### config.mk
export PLATFORM = sky130hd
export DESIGN_NAME = led_mode_ctrl
export DESIGN_NICKNAME = d
export VERILOG_FILES = /design/src/rtl/led_ctrl_pkg.sv /design/src/rtl/btn_debounce.sv /design/src/rtl/led_mode_ctrl.sv
export SDC_FILE = /design/constraint.sdc
export NUM_CORES = 1
export LEC_CHECK = 0
export ABC_CLOCK_PERIOD_IN_PS = 1800
export BUFFER_PORTS_ARGS = -buffer_cell sky130_fd_sc_hd__buf_2
export CAP_MARGIN = 25
export CORE_AREA = 2 2 74 69
export CTS_CLUSTER_DIAMETER = 120
export DETAILED_ROUTE_END_ITERATION = 10
export DIE_AREA = 0 0 76 71
export GPL_ROUTABILITY_DRIVEN = 1
export PLACE_DENSITY = 0.82
export SYNTH_ARGS = -nofsm -noshare
export SYNTH_HDL_FRONTEND = slang
export SYNTH_SLANG_ARGS = --single-unit
### constraint.sdc
create_clock -name clk -period 1.8 [get_ports clk]
set_clock_uncertainty 0.05 [all_clocks]
set_input_delay 0.18 -clock clk [delete_from_list [all_inputs] [get_ports clk]]
set_output_delay 0.18 -clock clk [all_outputs]
set_load 0.005 [all_outputs]
### src/rtl/led_ctrl_pkg.sv
`default_nettype none
// ============================================================================
// Module : led_ctrl_pkg
// Brief  : Mode encoding and debounce defaults shared with the blink stage.
// Rev    : 1.0 - initial release
// ============================================================================
package led_ctrl_pkg;

    typedef enum logic [1:0] {
        MODE_OFF    = 2'b00,
        MODE_STEADY = 2'b01,
        MODE_BLINK  = 2'b10
    } mode_e;

    // 10 ms at 100 MHz
    localparam int unsigned DEBOUNCE_DEFAULT = 1000000;
    localparam int unsigned CNT_W_DEFAULT    = 20;

endpackage
`default_nettype wire

### src/rtl/btn_debounce.sv
`default_nettype none
// ============================================================================
// Module : btn_debounce
// Brief  : Two-flop synchronizer, stability counter and rising-edge press pulse.
// Rev    : 1.0 - initial release
// ============================================================================
module btn_debounce
    import led_ctrl_pkg::*;
#(
    parameter int unsigned DEBOUNCE_CYCLES = DEBOUNCE_DEFAULT,
    parameter int unsigned CNT_W           = CNT_W_DEFAULT
) (
    input  logic clk,
    input  logic rst_n,
    input  logic i_btn,
    output logic o_press
);

    localparam logic [CNT_W-1:0] c_CNT_LAST = CNT_W'(DEBOUNCE_CYCLES - 1);

    logic             r_sync1;
    logic             r_sync2;
    logic             r_level;
    logic             r_level_d;
    logic             r_press;
    logic [CNT_W-1:0] r_cnt;
    logic             w_differ;

    assign w_differ = r_sync2 ^ r_level;

    always_ff @(posedge clk or negedge rst_n) begin
        if (!rst_n) begin
            r_sync1   <= 1'b0;
            r_sync2   <= 1'b0;
            r_level   <= 1'b0;
            r_level_d <= 1'b0;
            r_press   <= 1'b0;
            r_cnt     <= '0;
        end else begin
            r_sync1   <= i_btn;
            r_sync2   <= r_sync1;
            // Any return to the accepted level restarts the stability window
            if (!w_differ) begin
                r_cnt <= '0;
            end else if (r_cnt == c_CNT_LAST) begin
                r_level <= r_sync2;
                r_cnt   <= '0;
            end else begin
                r_cnt <= r_cnt + 1'b1;
            end
            r_level_d <= r_level;
            r_press   <= r_level & ~r_level_d;
        end
    end

    assign o_press = r_press;

endmodule
`default_nettype wire

### src/rtl/led_mode_ctrl.sv
`default_nettype none
// ============================================================================
// Module : led_mode_ctrl
// Brief  : Debounced on/off buttons drive an OFF/STEADY/BLINK mode FSM.
// Rev    : 1.0 - initial release
// ============================================================================
module led_mode_ctrl
    import led_ctrl_pkg::*;
#(
    parameter int unsigned DEBOUNCE_CYCLES = DEBOUNCE_DEFAULT,
    parameter int unsigned CNT_W           = CNT_W_DEFAULT
) (
    input  logic       clk,
    input  logic       rst_n,
    input  logic       btn_on,
    input  logic       btn_off,
    output logic [1:0] mode,
    output logic       led_force,
    output logic       blink_en,
    output logic       mode_chg
);

    logic  w_on_press;
    logic  w_off_press;
    mode_e r_mode;
    mode_e w_mode_nxt;
    logic  r_led_force;
    logic  r_blink_en;
    logic  r_mode_chg;

    btn_debounce #(
        .DEBOUNCE_CYCLES (DEBOUNCE_CYCLES),
        .CNT_W           (CNT_W)
    ) u_dbnc_on (
        .clk     (clk),
        .rst_n   (rst_n),
        .i_btn   (btn_on),
        .o_press (w_on_press)
    );

    btn_debounce #(
        .DEBOUNCE_CYCLES (DEBOUNCE_CYCLES),
        .CNT_W           (CNT_W)
    ) u_dbnc_off (
        .clk     (clk),
        .rst_n   (rst_n),
        .i_btn   (btn_off),
        .o_press (w_off_press)
    );

    always_comb begin
        w_mode_nxt = r_mode;
        // Off has priority over a coincident on-press
        if (w_off_press) begin
            w_mode_nxt = MODE_OFF;
        end else if (w_on_press) begin
            case (r_mode)
                MODE_OFF:    w_mode_nxt = MODE_STEADY;
                MODE_STEADY: w_mode_nxt = MODE_BLINK;
                MODE_BLINK:  w_mode_nxt = MODE_STEADY;
                default:     w_mode_nxt = MODE_OFF;
            endcase
        end
    end

    always_ff @(posedge clk or negedge rst_n) begin
        if (!rst_n) begin
            r_mode      <= MODE_OFF;
            r_led_force <= 1'b0;
            r_blink_en  <= 1'b0;
            r_mode_chg  <= 1'b0;
        end else begin
            r_mode      <= w_mode_nxt;
            r_led_force <= (w_mode_nxt == MODE_STEADY);
            r_blink_en  <= (w_mode_nxt == MODE_BLINK);
            r_mode_chg  <= (w_mode_nxt != r_mode);
        end
    end

    assign mode      = r_mode;
    assign led_force = r_led_force;
    assign blink_en  = r_blink_en;
    assign mode_chg  = r_mode_chg;

endmodule
`default_nettype wire

After elaboration in Yosys (flattened, before gate mapping)
Cells that the tools add are included.
- $add $sub $neg: 2
- equality and inequality tests: 7
- multiplexer cells: 7
- bitwise operators: 6
- reduce and logical (&&, ||, !) cells: 4
- operators by type and width (cell ; number):
    $mux W20 ; 4
    $add A20 B1 Y20 const B ; 2
    $eq A20 B20 Y1 const B ; 2
    $eq A2 B1 Y1 const B ; 2
    $eq A2 B2 Y1 const B ; 2
    $mux W2 ; 2
    $pmux W2 S2 ; 1
    $reduce_and A2 Y1 ; 2
    $and A1 B1 Y1 ; 2
    $logic_not A2 Y1 ; 1
    $ne A2 B2 Y1 ; 1
    $not A1 Y1 ; 2
    $reduce_or A2 Y1 ; 1
    $xor A1 B1 Y1 ; 2
- bits in registers: 55
- bits of input ports: 4
- output and inout bits: 5
- word-level logic and storage cells: 42

Logic depth before layout (Yosys ltp)
- depth in word-level cells: 6
- depth in mapped cells: 6
- gate-level depth less buffers: 5

By module
From an unflattened synthesis, not the netlist that was laid out.
- cell total of the unflattened synthesis: 236
- area total of the unflattened synthesis: 2544.9 µm²
- modules (own cells, without submodules) (module ; times used ; cells an instance ; area each (µm²) ; seq. area each (µm²)):
    btn_debounce ; 2 ; 109 ; 1171.1 ; 625.6
    led_mode_ctrl ; 1 ; 18 ; 202.7 ; 125.1

Worst setup path before layout
No wires, ideal clock.
- path kind: reg-to-reg
- start point: register u_dbnc_on.r_cnt[6]
- end point: register u_dbnc_on.r_cnt[17]
- setup time: 78 ps
- data arrival time: 1769 ps
- data required time: 1672 ps
- slack: -97 ps
- stages on the path, launching flop included: 6
- path buffers: 1
- clock period less this slack: 1897 ps
- path through: dfrtp_1 > nand3_4 > or4_1 > buf_2 > or4_1 > a21oi_1
- longest elaborated chain between the ends: 3
- elaborated cells on any way between the ends: 4
- classes of those cells: add/sub (1); eq/ne (1); mux (2)
- ends and longest elaborated chain (element ; line ; text):
    from (decl) ; btn_debounce.sv:26 ; logic [CNT_W-1:0] r_cnt;
    from (signal assigned) ; btn_debounce.sv:49 ; r_cnt <= r_cnt + 1'b1;
    $add A20 B1 Y20 or $eq A20 B20 Y1 (tied branches) ; btn_debounce.sv:49, btn_debounce.sv:45 ;
    $mux W20 * ; btn_debounce.sv:45 ; end else if (r_cnt == c_CNT_LAST) begin
    $mux W20 * ; btn_debounce.sv:43 ; if (!w_differ) begin
Mark *: on every way between the ends. The rest lies on a longest branch, timed or not.
A chain may end at the register's enable or synchronous reset.

Worst setup path after layout
- start point: register u_dbnc_on.r_cnt[17]
- end point: register u_dbnc_on.r_cnt[6]
- longest elaborated chain between the ends: 3
- ends and longest elaborated chain (element ; line):
    $eq A20 B20 Y1 ; btn_debounce.sv:45
    $mux W20 ; btn_debounce.sv:45
    $mux W20 ; btn_debounce.sv:43
No other way between the ends.

==> results.md <==
- Ordered cell list for the critical path: nand3_2, or4b_4, o31ai_4, buf_6, nor2_1
- Beginning of the worst hold path: u_dbnc_off.r_sync1$_DFF_PN0_
- Share of the clock period used by the worst path: 0.985
- RePlAce Congestion: ~0.87
- Critical path class: register to register
- Critical Path RT: ~2.0 ns
- Num CTS Buffers: 5
- Max-slew violation count: 0
- Post-placement cell area: 2840 um^2
- Cells after synthesis: between 200 and 250
- Least-Margin Pin Slew: ~0.42 ns
- Minimum clock period: 1.77 ns
- Number of antenna violations at the first check in global routing: 0
- Share of final-layout standard cells stronger than drive strength 1: 0.245
- Count of endpoints failing hold in the final timing report: 0
- Critical path's slowest cell: sky130_fd_sc_hd__or4b_4
- Unrepaired setup endpoints after global routing: yes
- Final setup violation count: 0
- Type of the worst min-delay path: register to register
- Clock tree from TritonCTS: yes
- Final instance area: about 3000 um^2
- Clock root buffer master: sky130_fd_sc_hd__clkbuf_8
- # port buffers: 8
- Final core utilization: 0.660
- Wire length of the first global-routing pass: 8180 um
- Area Overhead vs Synth: 23.1%
- Overall Power: around 2100 uW
- Busiest layer in global routing: met2
- FILL cells: 360
- Number of global-route vias before repair: ~1.9k
- Floorplan row count: 24
- Relative contribution of combinational cells to total power: 0.048
- Width of the die: about 76 um
- DR iter-0 viols: between 100 and 150
- Met3 track demand over resource: 0.0561
- Post-Route WL: around 4800 um
- Synth warnings: 0
- Start point of the critical path: u_dbnc_on.r_cnt[17]$_DFF_PN0_
- Proportion of power drawn by the clock network: 0.340
- Peak clock frequency supported by timing: roughly 0.56 GHz
- Worst setup slack for register-to-register paths: 0.03 ns
- Clock latency on the worst-skew pair: around 0.32 ns
- Die outline area: around 5400 um^2
- Mean cell area of the mapped netlist: roughly 10 um^2
- Run status: finished clean
- TritonCTS Sinks: 55
- Avg WL per Cell: between 10 and 15 um
- Power density relative to cell area: about 670 nW/um^2
- Critical Path Max Stage Delay: around 0.53 ns
- Residual DRC count: 0
- Gr ovfl total: 0
- Die outline height: between 70 and 80 um
- Nets: ~300
- Fraction of the yosys area taken by sequential cells: 0.552
- Drt pass-1 iters: 4
- Net switching share of the total power: 0.237
- Number of unique standard cell types used by synthesis: 31
- Worst slew margin: 0.716
- Core Area: ~4700 um^2
- Met2 GRT Util: 0.281
- Inserted Diodes: 0
- Worst EP arrival: approximately 1.9 ns
- Vias: about 1.9k
- Post-Syn Nets: between 200 and 300
- Clock-pin slew on the worst setup and hold paths: 0.10 ns
- Max Buffers Root-to-Sink: 2
- Worst vdd rail ir drop: about 460 uV
- Flop and latch count out of synthesis: 55
- Internal power summed over all cells: between 1500 and 2000 uW
- Final-layout worst hold slack: between 0.3 and 0.4 ns
- Critical path capture point type: register
- Sequential share of power: 0.612
- Startpoint of the most critical register-to-register path: u_dbnc_on.r_cnt[17]$_DFF_PN0_
- Top-level I/O count: 9
- Number of levels the H-tree was split into: 2
- Crit-path max FO: 9
- Starting utilization of the core area: 0.536
- Launching element type of the critical path: register
- Global router's overall resource usage: 0.188
- DPL Wire Length: roughly 3200 um
- Number of vias per cell after detailed routing: about 5.3
- Largest net degree at the start of global routing: between 50 and 60
- Count of antenna-violating nets left after detailed routing: 0
- Met1 usage: 0.269
- # Max-Cap Violations: 0
- Mapped cell area: approximately 2500 um^2
- Sw power: a little under 500 uW
- Lkg Pwr: ~0.0013 uW
## layout by cell type (no fill, tap or decap), drive strengths merged
master / instances
dfrtp: 55
buf: 44
nor2: 38
xnor2: 18
nand3: 16
nand2: 15
inv: 13
a21oi: 12
xor2: 10
nor4: 8
o31ai: 8
nor3: 8
or4: 8
clkbuf: 5
nand4: 5
or3: 4
and3: 3
mux2: 3
nor2b: 3
dlygate4sd3: 3
o21ai: 3
or2: 2
nor4b: 2
or4b: 2
ha: 2
and2: 1
a21o: 1
o41ai: 1
clkinv: 1
## worst max-delay path: cells and delay by family, from the launching register on
| kind | cells | cell delay [ns] |
|---|---|---|
| AND/OR/NAND/NOR | 3 | 0.69 |
| flip-flops | 1 | 0.42 |
| AO/OA/AOI/OAI | 1 | 0.31 |
| buffers and inverters | 1 | 0.19 |
## area by class of cell
cell class                 count  area, um^2  share of cell area
clock buffer                   5        68.8              0.0224
clock inverter                 3        22.5             0.00733
inverter                      11        41.3              0.0134
multi-input combinational    173        1110               0.361
sequential                    55        1380               0.449
tap                           65        81.3              0.0265
timing repair buffer          47         368               0.120
## metal layers
layer,wire length (um),up-vias
li1,-,941
met1,2330,926
met2,2200,42
met3,212,7
met4,48,0
met5,0,-
## cells by family (layout without fill, tap and decap cells)
kind of cell	count (synthesis)	in the layout	share of synthesized area
and+or+nand+nor	115	115	0.240
DFF	55	55	0.552
xor gates and xnor gates	28	28	0.0983
AOI/OAI and AO/OA	25	25	0.0607
buffers and inverters	17	66	0.0261
muxes	3	3	0.0135
adders and majority gates	2	2	0.0100
## synthesized netlist by cell type, drive strengths merged
cell	count	area [um^2]
mux2	3	33.8
ha	2	25.0
inv	11	41.3
a21o	1	7.51
and3	3	18.8
buf	1	5.00
nor3	8	40.0
nand4	5	37.5
or4b	2	20.0
a21oi	12	60.1
dfrtp	55	1380
or4	8	60.1
or2	2	12.5
o31ai	8	60.1
nor4b	2	17.5
clkbuf	5	18.8
nand2	15	56.3
and2	1	6.26
xor2	10	87.6
xnor2	18	158
nor2	38	143
or3	4	25.0
o21ai	3	15.0
o41ai	1	8.76
nor4	8	50.1
nand3	16	92.6
nor2b	3	18.8
## timing repair
item / in CTS / in global routing
endpoints found under the setup margin: 21 / 37
endpoints found under the hold margin: 57 / 0
resized for setup: 2 / 14
hold buffers: 3 / 0
pin swaps: 0 / 2
buffers inserted: 0 / 6
## through the flow
stage | setup WS, ns | setup TNS [ns] | cells
floorplan | -0.0739 | -0.154 | 245
global placement | -0.00118 | -0.00189 | 342
detailed placement | -0.0649 | -0.913 | 342
CTS | -0.0143 | -0.0829 | 353
global route | -0.0473 | -0.625 | 359
finish | 0.0276 | 0 | 359
## power by group through the flow
stage / Sequential, uW / Combinational, uW / Clock, uW
after global routing: 1260 / 113 / 779
final: 1260 / 98.7 / 701
after global placement: 1290 / 84.4 / 0
after CTS: 1260 / 92.8 / 711
after floorplan: 1290 / 31.2 / 0
after detailed placement: 1290 / 86.5 / 0
## worst paths after layout
kind | endpoint | cells past startpoint
worst max-delay path | u_dbnc_on.r_cnt[6]$_DFF_PN0_ | 5
worst min-delay path | u_dbnc_off.r_sync2$_DFF_PN0_ | 0
worst max register to register | u_dbnc_on.r_cnt[6]$_DFF_PN0_ | 5
worst min register to register | u_dbnc_off.r_sync2$_DFF_PN0_ | 0
max in group asynchronous | u_dbnc_on.r_cnt[7]$_DFF_PN0_ | 3
min in group asynchronous | u_dbnc_on.r_cnt[11]$_DFF_PN0_ | 3
(Power assumes the default switching activity.)
